[config.mk]
export PLATFORM = sky130hd
export DESIGN_NAME = alu_ctrl_seq
export DESIGN_NICKNAME = d
export VERILOG_FILES = /design/src/rtl/alu_ctrl_seq.sv
export SDC_FILE = /design/constraint.sdc
export NUM_CORES = 1
export LEC_CHECK = 0
export ABC_AREA = 0
export CORE_MARGIN = 1.5
export CORE_UTILIZATION = 53
export CTS_BUF_LIST = sky130_fd_sc_hd__clkbuf_8 sky130_fd_sc_hd__clkbuf_16
export DETAILED_ROUTE_END_ITERATION = 8
export PLACE_DENSITY = 0.78
export SKIP_CTS_REPAIR_TIMING = 1
export SYNTH_ARGS = -nofsm -noshare
export SYNTH_HDL_FRONTEND = slang
export SYNTH_SLANG_ARGS = --single-unit
[constraint.sdc]
create_clock -name clk_i -period 7.3 [get_ports clk_i]
set_input_delay 0.73 -clock clk_i [delete_from_list [all_inputs] [get_ports clk_i]]
set_output_delay 0.73 -clock clk_i [all_outputs]
set_load 0.03 [all_outputs]
[src/rtl/alu_ctrl_seq.sv]
// EX-stage ALU control producer: decodes ALUOp/funct into the 4-bit ALU control code,
// runs MUL as an iterative shift-add sequence while stalling the pipeline, and
// presents the low 32 bits of the product on a dedicated result port.
module alu_ctrl_seq #(
    parameter int unsigned RADIX_BITS = 1   // multiplier bits retired per cycle: 1, 2 or 4
) (
    input  logic        clk_i,
    input  logic        rst_i,        // asynchronous, active-low
    input  logic        valid_i,
    input  logic [1:0]  ALUOp_i,
    input  logic [5:0]  funct_i,
    input  logic [31:0] data1_i,
    input  logic [31:0] data2_i,
    output logic [3:0]  ALUCtrl_o,
    output logic        stall_o,
    output logic        mul_valid_o,
    output logic [31:0] mul_data_o,
    output logic        err_o
);

    localparam int unsigned N     = 32 / RADIX_BITS;
    localparam int unsigned CNT_W = (N > 1) ? $clog2(N) : 1;
    localparam logic [CNT_W-1:0] CNT_LAST = CNT_W'(N - 1);

    localparam logic [3:0] CTRL_AND = 4'b0000;
    localparam logic [3:0] CTRL_OR  = 4'b0001;
    localparam logic [3:0] CTRL_ADD = 4'b0010;
    localparam logic [3:0] CTRL_MUL = 4'b0100;
    localparam logic [3:0] CTRL_SUB = 4'b0110;

    typedef enum logic [1:0] {
        S_IDLE,
        S_MUL,
        S_DONE
    } state_t;

    state_t           state_q, state_d;
    logic [31:0]      mcand_q, mcand_d;
    logic [31:0]      mplier_q, mplier_d;
    logic [31:0]      acc_q, acc_d;
    logic [31:0]      res_q, res_d;
    logic [CNT_W-1:0] cnt_q, cnt_d;

    logic [3:0]       dec_ctrl;
    logic             dec_mul;
    logic             dec_undef;
    logic [31:0]      pp_sum;

    // Combinational instruction decode of the ID/EX fields.
    always_comb begin
        dec_ctrl  = CTRL_ADD;
        dec_mul   = 1'b0;
        dec_undef = 1'b0;
        unique case (ALUOp_i)
            2'b00: dec_ctrl = CTRL_ADD;
            2'b01: dec_ctrl = CTRL_SUB;
            2'b11: dec_ctrl = CTRL_ADD;
            default: begin
                unique case (funct_i)
                    6'b100000: dec_ctrl = CTRL_ADD;
                    6'b100010: dec_ctrl = CTRL_SUB;
                    6'b100100: dec_ctrl = CTRL_AND;
                    6'b100101: dec_ctrl = CTRL_OR;
                    6'b011000: begin
                        dec_ctrl = CTRL_MUL;
                        dec_mul  = 1'b1;
                    end
                    default: begin
                        dec_ctrl  = CTRL_ADD;
                        dec_undef = 1'b1;
                    end
                endcase
            end
        endcase
    end

    // Sum of the partial products selected by the low RADIX_BITS multiplier bits.
    always_comb begin
        pp_sum = '0;
        for (int unsigned j = 0; j < RADIX_BITS; j++) begin
            if (mplier_q[j]) begin
                pp_sum = pp_sum + (mcand_q << j);
            end
        end
    end

    // Next-state, datapath update and output generation.
    always_comb begin
        state_d     = state_q;
        mcand_d     = mcand_q;
        mplier_d    = mplier_q;
        acc_d       = acc_q;
        res_d       = res_q;
        cnt_d       = cnt_q;
        ALUCtrl_o   = dec_ctrl;
        stall_o     = 1'b0;
        mul_valid_o = 1'b0;
        err_o       = 1'b0;

        unique case (state_q)
            S_IDLE: begin
                err_o = valid_i & dec_undef;
                if (valid_i && dec_mul) begin
                    stall_o  = 1'b1;
                    mcand_d  = data1_i;
                    mplier_d = data2_i;
                    acc_d    = '0;
                    cnt_d    = '0;
                    state_d  = S_MUL;
                end
            end
            S_MUL: begin
                ALUCtrl_o = CTRL_MUL;
                stall_o   = 1'b1;
                acc_d     = acc_q + pp_sum;
                mcand_d   = mcand_q << RADIX_BITS;
                mplier_d  = mplier_q >> RADIX_BITS;
                cnt_d     = cnt_q + 1'b1;
                if (cnt_q == CNT_LAST) begin
                    // Latch the final sum here so the product survives the next accept,
                    // which clears the accumulator.
                    res_d   = acc_q + pp_sum;
                    cnt_d   = '0;
                    state_d = S_DONE;
                end
            end
            S_DONE: begin
                // The held mul in ID/EX is ignored; returning to IDLE unconditionally
                // prevents a second accept of the same instruction.
                ALUCtrl_o   = CTRL_MUL;
                mul_valid_o = 1'b1;
                state_d     = S_IDLE;
            end
            default: begin
                state_d = S_IDLE;
            end
        endcase

        // While reset is held the FSM is pinned in IDLE; keep the pipeline moving.
        if (!rst_i) begin
            stall_o = 1'b0;
            err_o   = 1'b0;
        end
    end

    // State and datapath registers.
    always_ff @(posedge clk_i or negedge rst_i) begin
        if (!rst_i) begin
            state_q  <= S_IDLE;
            mcand_q  <= '0;
            mplier_q <= '0;
            acc_q    <= '0;
            res_q    <= '0;
            cnt_q    <= '0;
        end else begin
            state_q  <= state_d;
            mcand_q  <= mcand_d;
            mplier_q <= mplier_d;
            acc_q    <= acc_d;
            res_q    <= res_d;
            cnt_q    <= cnt_d;
        end
    end

    assign mul_data_o = res_q;

endmodule

==> results of run 1 <==
-- stage by stage --
step | utilization | cell area [sq um] | hold slack (ns)
floorplan | - | 7640 | 0.434
global placement | 0.634 | 8870 | 0.457
detailed placement | 0.634 | 8870 | 0.471
CTS | 0.674 | 9430 | 0.399
global route | 0.674 | 9430 | 0.441
finish | 0.674 | 9430 | 0.340
-- worst max-delay path: cells and delay by family, from the launching register on --
kind                       cells  cell delay (ns)
adders and majority gates      1             0.38
buffers and inverters          3             1.57
DFF                            1             0.40
AOI/OAI and AO/OA              1             0.23
-- layout by cell type, fill, tap and decap left out, types with 6 or more instances in the layout --
master,netlist,layout
sky130_fd_sc_hd__nand3_1,9,9
sky130_fd_sc_hd__inv_1,11,14
sky130_fd_sc_hd__xor2_1,11,11
sky130_fd_sc_hd__nand2_1,124,124
sky130_fd_sc_hd__nand4_1,9,9
sky130_fd_sc_hd__nor2_1,20,20
sky130_fd_sc_hd__clkbuf_16,0,17
sky130_fd_sc_hd__clkdlybuf4s50_1,0,111
sky130_fd_sc_hd__and2_1,39,39
sky130_fd_sc_hd__dfrtp_1,135,135
sky130_fd_sc_hd__mux2i_1,62,62
sky130_fd_sc_hd__o21ai_0,91,91
sky130_fd_sc_hd__o21ai_1,6,6
sky130_fd_sc_hd__o21a_1,7,7
sky130_fd_sc_hd__mux2_2,18,18
sky130_fd_sc_hd__a22o_1,25,25
sky130_fd_sc_hd__nor3_1,6,6
sky130_fd_sc_hd__a21oi_1,38,37
sky130_fd_sc_hd__ha_1,37,36
sky130_fd_sc_hd__a21o_1,12,12
sky130_fd_sc_hd__xnor2_1,16,16
-- logic make-up (layout without fill, tap and decap cells) --
| group | Yosys count | after routing | share of synthesized area |
|---|---|---|---|
| AOI/OAI and AO/OA | 216 | 216 | 0.179 |
| muxes | 81 | 81 | 0.110 |
| xor gates and xnor gates | 27 | 27 | 0.0309 |
| and+or+nand+nor | 234 | 234 | 0.146 |
| other | 1 | 1 | 0.000491 |
| buffers and inverters | 57 | 156 | 0.0295 |
| adders and majority gates | 38 | 38 | 0.0632 |
| DFF | 135 | 135 | 0.442 |
-- metal layers --
| metal | routed length, microns | share of wire | vias to the layer above |
|---|---|---|---|
| met5 | 0 | 0 | - |
| met4 | 357 | 0.020 | 0 |
| met3 | 831 | 0.047 | 31 |
| met2 | 8450 | 0.48 | 171 |
| met1 | 8110 | 0.46 | 2967 |
| li1 | - | - | 2999 |
-- area by class of cell --
class	count	share of cell area
repair buffers	117	0.123
clock inverters	7	0.00862
clock buffers	21	0.0509
flip-flops and latches	135	0.358
multi-input cells	597	0.431
well taps	180	0.0239
inverters	11	0.00438
-- synthesized netlist by cell type (all sizes together) (2+ instances only) --
library cell | n | area, sq um
a2111oi | 3 | 45.1
and2 | 39 | 244
inv | 11 | 41.3
nor4bb | 2 | 20.0
o41ai | 2 | 17.5
xor2 | 11 | 96.3
a221oi | 2 | 17.5
a21o | 12 | 90.1
mux2i | 62 | 621
nand3 | 9 | 45.0
nand4 | 9 | 56.3
a211oi | 5 | 47.5
nand2 | 124 | 465
nand3b | 3 | 22.5
or4 | 3 | 22.5
clkbuf | 36 | 135
o21a | 7 | 52.6
ha | 37 | 463
mux2 | 19 | 218
nand2b | 3 | 18.8
buf | 10 | 48.8
nor2 | 20 | 75.1
o211ai | 4 | 30.0
dfrtp | 135 | 3380
xnor2 | 16 | 140
nor3 | 6 | 30.0
o21ai | 98 | 494
nor2b | 5 | 31.3
a31oi | 5 | 31.3
o31ai | 6 | 50.1
and3 | 5 | 31.3
a22o | 25 | 219
a21oi | 39 | 199
-- sequential cells by signal, summed over array words and instances (netlist names) --
name,count
acc_q,32
mul_data_o,32
state_q,2
mcand_q,32
cnt_q,5
mplier_q,32
-- report_power, final --
part	switching [uW]	total [uW]	internal, uW
Clock	307	832	525
Combinational	846	1440	591
Sequential	171	1160	987
Total	1320	3430	2100
-- final timing paths --
check / from / endpoint / slack (ns) / depth (start not counted)
setup / recovery: state_q[1] / stall_o / 3.57 / 5
hold / removal: rst_i / mul_data_o[13] / 0.34 / 1
setup reg to reg: mplier_q[0] / mul_data_o[27] / 3.71 / 10
hold reg to reg: mul_data_o[23] / mul_data_o[23] / 0.47 / 2
max in group asynchronous: rst_i / mul_data_o[7] / 5.83 / 2
min in group clk_i: mul_data_o[23] / mul_data_o[23] / 0.47 / 2
==> results.txt, run 1 <==
----------------------------------------------------
[Status]
  Outcome ... finished, final reports clean

[STA]
  Maximum clock rate ... 268 MHz
  Max-slew violations ... 0
  Setup repair after global routing missed its margin ... no
  Final critical-path required period ... 3.73 ns
  Sum of negative setup slack ... 0 ns
  Final setup slack of the worst path ... 3.57 ns
  Worst-margin pin slew ... 1.16 ns
  Final count of negative-setup-slack endpoints ... 0
  Final period util ... 0.511
  Max transition margin ... 0.225
  Final number of hold-violating endpoints ... 0
  Final clock skew ... 0.00817 ns

[Clock network]
  Cell chosen for the clock root ... sky130_fd_sc_hd__clkbuf_16
  Clock-pin slew of the registers on the worst-case setup and hold paths ... 0.05 ns
  Number of clock sinks ... 135
  H-tree depth ... 4
  Skew-Pair Late Insertion Delay ... 0.43 ns
  Clock buffer depth ... 2
  Clock tree from TritonCTS ... built
  Number of clock buffers inserted by TritonCTS ... 17

[Worst hold path]
  Path category of the worst min-delay check ... in2async

[Cells and area]
  Number of standard cells in the layout, taps in and fillers out ... 1068
  Number of antenna repair diodes ... 0
  Fraction of layout cells with a size suffix above 1 ... 0.0676
  Post-layout net count ... 992
  Count of filler cells inserted in the layout ... 1114
  Footprint of the multi-input gates ... 4060 sq um
  Relative area change from synthesis to final layout ... 23.4%
  Register Area ... 3380 sq um

[Drt]
  Number of DRC markers in iteration 0 ... 419
  Vias/cell ... 5.78
  DR WL/cell ... 16.6 microns
  Antenna Violating Nets Remaining ... 0
  Length of the first detailed-routing pass in iterations ... 5
  DRC ... 0
  Number of vias in the routed layout ... 6168
  Detailed-route wire length ... 17800 microns

[Logic synthesis]
  Cell count after synthesis ... 789
  Combined area of all synthesized cells ... 7640 sq um
  Post-synthesis area per instance ... 9.69 sq um
  Count of flip-flops with a built-in enable after synthesis ... 0
  Count of warnings emitted by yosys ... 0
  Post-Synthesis Net Count ... 902
  Top flip-flop cell by instance count after synthesis ... sky130_fd_sc_hd__dfrtp_1
  Ys async rst share ... 1.00
  Post-synthesis sequential area ratio ... 0.442
  Seq cells post-synth ... 135
  Library cells used by synthesis ... 58

[Critical path]
  Worst-path cell with the longest stage delay ... sky130_fd_sc_hd__buf_4
  Startpoint type of the worst setup path ... flip-flop
  Maximum fanout along the worst path ... 53
  WS Path Type ... reg2out
  Crit path required time ... 6.57 ns
  Endpoint arrival time on the critical path ... 3.00 ns
  Ordered cell list for the critical path ... inv_1 -> ha_4 -> buf_4 -> o21a_1 -> clkdlybuf4s50_1
  Worst setup EP type ... output pin
  Delay of the slowest critical-path stage ... 0.75 ns

[Placement]
  Number of placed cells counting well taps ... 1040
  Detail Placement HPWL ... 12500 microns
  Worst Setup Slack post-DPL ... 3.54 ns
  Count of buffers from port buffering ... 112
  Weighted congestion reported at the end of routability-driven placement ... 0.949

[Floorplanning]
  DIE AREA ... 15200 sq um
  Vertical extent of the die ... 123 microns
  Num rows ... 43
  Io pins ... 114
  Placeable core region ... 14000 sq um
  Effective utilization at floorplan ... 0.546
  Width of the chip ... 123 microns

[Global routing]
  Met1 demand-to-capacity share in global routing ... 0.332
  Vias in the first global route ... 6168
  Met2 Track Usage GR ... 0.401
  Total congestion overflow ... 0
  Global router's overall resource usage ... 0.250
  Maximum number of pins on one net before global-route repair ... 91
  Global-route wire length before repair ... 29700 microns
  Grt peak-use layer ... met2
  Met3 Use GR ... 0.0572
  Antenna violations before repair ... 0

[Pwr]
  Worst IR drop on VDD ... 0.237 mV
  Power density over cell area ... 363 nW/um^2
  Static leakage ... 0.00439 uW
  Final Power ... 3430 uW

[Flow run]
  Max capacitance violation total ... 0

----------------------------------------------------
Power figures use the tool's default switching activity.
==> run 2: changes to the inputs <==
Clock period 7.3 ns to 3.6 ns, I/O delays scaled along.
==> run 2 against run 1 <==
Sequential power rose by 100%; non-clock buffer count rose by 9; first-iteration DRC count fell by 10%; critical path depth rose by 6; wire length rose by 5.1%; utilization rose by 1.0 points; critical path type is now reg2reg; largest cell class unchanged; highest routed layer unchanged.
==> results.txt, run 2 (synthesis results as in run 1) <==
----------------------------------------------------
[Pwr]
  Relative contribution of combinational cells to total power ... 0.416
  Static leakage ... 0.00446 uW
  Power density over cell area ... 757 nW/um^2
  Switching power ... 2810 uW
  Share of power burned in the clock network ... 0.257
  Part of the power in registers ... 0.327
  Final Power ... 7240 uW
  Sw Share ... 0.388
  Int Pwr ... 4430 uW
  Worst IR drop on VDD ... 0.406 mV

[Floorplanning]
  Width of the chip ... 123 microns
  Io pins ... 114
  Placeable core region ... 14000 sq um
  Effective utilization at floorplan ... 0.546
  Num rows ... 43
  Vertical extent of the die ... 123 microns
  DIE AREA ... 15200 sq um

[STA]
  Final period util ... 0.887
  Post-Route Hold Slack ... 0.447 ns
  Final count of negative-setup-slack endpoints ... 0
  Final setup slack of the worst path ... 0.406 ns
  Final critical-path required period ... 3.19 ns
  Setup repair after global routing missed its margin ... no
  Max transition margin ... 0.220
  Worst-margin pin slew ... 1.17 ns
  Max-slew violations ... 0
  Sum of negative setup slack ... 0 ns
  Final clock skew ... 0.00817 ns
  Final number of hold-violating endpoints ... 0
  Maximum clock rate ... 313 MHz

[Cells and area]
  Count of filler cells inserted in the layout ... 1101
  Commonest cells after routing, fill and taps aside ... sky130_fd_sc_hd__dfrtp_1 (134), sky130_fd_sc_hd__nand2_1 (124), sky130_fd_sc_hd__clkdlybuf4s50_1 (111)
  Number of antenna repair diodes ... 0
  Fraction of layout cells with a size suffix above 1 ... 0.0821
  Post-layout net count ... 1001
  Leading cell type in the layout, fill and taps excluded ... sky130_fd_sc_hd__dfrtp_1
  Relative area change from synthesis to final layout ... 25.2%

[Flow run]
  Max capacitance violation total ... 0

[Placement]
  Count of buffers from port buffering ... 112
  Weighted congestion reported at the end of routability-driven placement ... 0.942
  Detail Placement HPWL ... 13500 microns
  Worst Setup Slack post-DPL ... 0.221 ns

[Drt]
  Detailed-route wire length ... 18700 microns
  Number of DRC markers in iteration 0 ... 376
  Vias/cell ... 5.79
  Number of vias in the routed layout ... 6256
  DRC ... 0
  Antenna Violating Nets Remaining ... 0
  DR WL/cell ... 17.3 microns
  Length of the first detailed-routing pass in iterations ... 5

[Clock network]
  Clock tree from TritonCTS ... built
  Clock buffer depth ... 2
  Skew-Pair Late Insertion Delay ... 0.42 ns
  Number of clock sinks ... 135
  Cell chosen for the clock root ... sky130_fd_sc_hd__clkbuf_16
  Number of clock buffers inserted by TritonCTS ... 17
  Clock-pin slew of the registers on the worst-case setup and hold paths ... 0.06 ns
  H-tree depth ... 4

[Status]
  Outcome ... finished, final reports clean

[Critical path]
  Worst-path cell with the longest stage delay ... sky130_fd_sc_hd__dfrtp_2
  Startpoint type of the worst setup path ... flip-flop
  Endpoint arrival time on the critical path ... 3.50 ns
  Worst setup EP type ... flip-flop
  Worst reg-to-reg path cell count ... 11
  Delay of the slowest critical-path stage ... 0.58 ns
  Ordered cell list for the critical path ... and2_1 -> ha_1 -> fa_1 -> a21o_1 -> nand4_1 -> a21oi_1 -> o211ai_1 -> a21oi_2 -> a311oi_2 -> xnor2_1 -> mux2_4
  Critical R2R Launch ... mplier_q[0]
  Reg2Reg Capture Point ... mul_data_o[26]
  Worst setup slack for register-to-register paths ... 0.41 ns
  WS Path Type ... reg2reg
  Maximum fanout along the worst path ... 29
  Crit path required time ... 3.91 ns

[Global routing]
  Antenna violations before repair ... 0
  Global router's overall resource usage ... 0.263
  Global-route wire length before repair ... 31100 microns
  Total congestion overflow ... 0
  Maximum number of pins on one net before global-route repair ... 63
  Vias in the first global route ... 6400

[Worst hold path]
  Path category of the worst min-delay check ... in2async

----------------------------------------------------
run 2: how the worst max path moves through the flow:
stage	from	endpoint	cells past startpoint
6_report	mplier_q[0]	mul_data_o[26]	11
4_1_cts	mplier_q[0]	mul_data_o[26]	11
5_1_grt	mplier_q[0]	acc_q[31]	10
3_3_place_gp	mplier_q[0]	mul_data_o[26]	11
3_5_place_dp	mplier_q[0]	mul_data_o[26]	11
2_1_floorplan	mplier_q[0]	mul_data_o[25]	11
run 2: power by group through the flow:
stage          Sequential, uW  Clock [uW]  Combinational, uW
4_1_cts                  2370        1890               3010
3_3_place_gp             2360           0               2870
3_5_place_dp             2380           0               2980
2_1_floorplan            2240           0               2290
6_report                 2370        1860               3010
5_1_grt                  2430        1960               3360
run 2: layout make-up:
| class | instances | area (sq um) | area share |
|---|---|---|---|
| multi-input cells | 597 | 4060 | 0.425 |
| clock buffers | 19 | 453 | 0.0473 |
| clock inverters | 13 | 179 | 0.0187 |
| repair buffers | 126 | 1230 | 0.128 |
| inverters | 11 | 41.3 | 0.00431 |
| well taps | 180 | 225 | 0.0235 |
| flip-flops and latches | 135 | 3380 | 0.353 |
run 2: metal layers:
metal	share of wire	global-route usage
met1	0.44	0.343
met4	0.018	0.0848
met5	0	0
met2	0.49	0.438
met3	0.049	0.0595
run 2: critical path: cells and delay by family (launching register included):
kind | cells | cell delay, ns
DFF | 1 | 0.58
adders and majority gates | 2 | 0.64
muxes | 1 | 0.27
AOI/OAI and AO/OA | 5 | 1.11
and+or+nand+nor | 2 | 0.35
xor gates and xnor gates | 1 | 0.12
run 2: through the flow:
stage                     utilization  cells  area [sq um]
final                           0.684   1081          9570
after global routing            0.684   1081          9570
after CTS                       0.683   1080          9560
after detailed placement        0.638   1048          8930
after global placement          0.638   1048          8930
after floorplan                     -    789          7640
==> run 3: changes to the inputs <==
Settings changed: CORE_ASPECT_RATIO from default to 0.8, CTS_CLUSTER_SIZE from default to 16, HOLD_SLACK_MARGIN from default to 0.02.
==> run 3 against run 2 <==
Highest routed layer unchanged; register-to-register slack worse by 0.17 ns; die area hardly changed; count of clock-buffer cells in the layout is 1 lower; critical endpoint is now acc_q[30].
==> results.txt, run 3 (synthesis results as in run 1) <==
----------------------------------------------------
[Global routing]
  Antenna violations before repair ... 0
  Global router's overall resource usage ... 0.266
  Global-route wire length before repair ... 31600 microns
  Vias in the first global route ... 6355
  Total congestion overflow ... 0
  Maximum number of pins on one net before global-route repair ... 76

[Floorplanning]
  Effective utilization at floorplan ... 0.538
  Placeable core region ... 14200 sq um
  Vertical extent of the die ... 110 microns
  Width of the chip ... 137 microns
  Num rows ... 39
  Io pins ... 114
  DIE AREA ... 15200 sq um

[Placement]
  Count of buffers from port buffering ... 112
  Detail Placement HPWL ... 13500 microns
  Weighted congestion reported at the end of routability-driven placement ... 0.923
  Number of placed cells counting well taps ... 1054
  Instance area after placement ... 8960 sq um

[Clock network]
  Cell chosen for the clock root ... sky130_fd_sc_hd__clkbuf_16
  Number of clock buffers inserted by TritonCTS ... 17
  Skew-Pair Late Insertion Delay ... 0.42 ns
  H-tree depth ... 4
  Clock tree from TritonCTS ... built
  Clock-pin slew of the registers on the worst-case setup and hold paths ... 0.06 ns
  Clock buffer depth ... 2
  Number of clock sinks ... 135

[Critical path]
  Crit path required time ... 3.89 ns
  WS Path Type ... reg2reg
  Startpoint type of the worst setup path ... flip-flop
  Worst setup EP type ... flip-flop
  Endpoint arrival time on the critical path ... 3.65 ns
  Maximum fanout along the worst path ... 22

[Drt]
  Detailed-route wire length ... 19000 microns
  Length of the first detailed-routing pass in iterations ... 7
  Antenna Violating Nets Remaining ... 0
  DRC ... 0
  Number of vias in the routed layout ... 6292
  Vias/cell ... 5.80
  Number of DRC markers in iteration 0 ... 572
  DR WL/cell ... 17.5 microns

[STA]
  Final period util ... 0.935
  Worst-margin pin slew ... 0.916 ns
  Maximum clock rate ... 297 MHz
  Max transition margin ... 0.389
  Final critical-path required period ... 3.36 ns
  Final clock skew ... 0.0114 ns
  Setup repair after global routing missed its margin ... no
  Final number of hold-violating endpoints ... 0
  Max-slew violations ... 0
  Sum of negative setup slack ... 0 ns
  Final count of negative-setup-slack endpoints ... 0

[Pwr]
  Static leakage ... 0.00445 uW
  Worst IR drop on VDD ... 0.403 mV
  Int Pwr ... 4370 uW
  Switching power ... 2850 uW
  Relative contribution of combinational cells to total power ... 0.427
  Sw Share ... 0.395
  Power density over cell area ... 755 nW/um^2
  Share of power burned in the clock network ... 0.245
  Part of the power in registers ... 0.328

[Cells and area]
  Post-layout net count ... 1003
  Leading cell type in the layout, fill and taps excluded ... sky130_fd_sc_hd__dfrtp_1
  Relative area change from synthesis to final layout ... 25.1%
  Commonest cells after routing, fill and taps aside ... sky130_fd_sc_hd__dfrtp_1 (135), sky130_fd_sc_hd__nand2_1 (124), sky130_fd_sc_hd__clkdlybuf4s50_1 (111)
  Final Instance Area ... 9570 sq um
  Number of standard cells in the layout, taps in and fillers out ... 1085
  Number of antenna repair diodes ... 0
  Fraction of layout cells with a size suffix above 1 ... 0.0821

[Worst hold path]
  Path category of the worst min-delay check ... in2async

[Flow run]
  Max capacitance violation total ... 0

[Status]
  Outcome ... finished, final reports clean

----------------------------------------------------
## run 3: changes by cell type in the layout (fill, tap and decap cells not counted), sizes merged
cell,previous run,this run
clkbuf,19,18
bufinv,4,3
clkinv,4,5
buf,14,16
inv,14,13
## run 3: path summary, 6_finish.rpt
| kind | from | endpoint | slack [ns] | depth (start not counted) |
|---|---|---|---|---|
| worst max-delay path | mplier_q[0] | acc_q[30] | 0.24 | 11 |
| worst min-delay path | rst_i | acc_q[24] | 0.48 | 2 |
| worst max register to register | mplier_q[0] | acc_q[30] | 0.24 | 11 |
| worst min register to register | mul_data_o[22] | mul_data_o[22] | 0.48 | 2 |
| max in group asynchronous | rst_i | mul_data_o[22] | 1.75 | 3 |
| min in group clk_i | mul_data_o[22] | mul_data_o[22] | 0.48 | 2 |
## run 3: cell type report
| class | instances | area [sq um] |
|---|---|---|
| clock buffers | 18 | 439 |
| well taps | 184 | 230 |
| clock inverters | 12 | 154 |
| flip-flops and latches | 135 | 3380 |
| repair buffers | 128 | 1260 |
| inverters | 11 | 41.3 |
| fillers | 1068 | 4630 |
| multi-input cells | 597 | 4070 |
## run 3: through the flow
stage	setup slack [ns]	utilization	total power (uW)	hold WS, ns
2_1_floorplan	0.936	-	4520	0.0644
3_3_place_gp	0.444	0.631	5270	0.375
3_5_place_dp	0.299	0.631	5430	0.377
4_1_cts	0.271	0.673	7230	-0.0672
5_1_grt	0.0560	0.674	7700	0.502
6_report	0.235	0.674	7220	0.475
## run 3: worst max-delay path, stage by stage (launching register included)
cell,delay [ns]
sky130_fd_sc_hd__dfrtp_1,0.64
sky130_fd_sc_hd__and2_1,0.27
sky130_fd_sc_hd__ha_1,0.22
sky130_fd_sc_hd__fa_1,0.44
sky130_fd_sc_hd__a21o_1,0.23
sky130_fd_sc_hd__nand4_1,0.13
sky130_fd_sc_hd__a21oi_1,0.15
sky130_fd_sc_hd__o211ai_1,0.32
sky130_fd_sc_hd__a21oi_2,0.15
sky130_fd_sc_hd__a31oi_1,0.34
sky130_fd_sc_hd__xor2_1,0.24
sky130_fd_sc_hd__o21ai_0,0.12
## run 3: power by group through the flow
stage,clock [uW],sequential (uW),combinational (uW)
finish,1770,2370,3080
detailed placement,0,2390,3040
global placement,0,2360,2910
global route,1870,2430,3400
CTS,1800,2370,3060
floorplan,0,2240,2290
## run 3: metal layers
metal,vias to the layer above,share of wire,global-route usage
li1,3015,-,-
met3,8,0.062,0.0776
met4,0,0.0026,0.0484
met5,-,0,0
met1,3081,0.47,0.370
met2,188,0.47,0.416
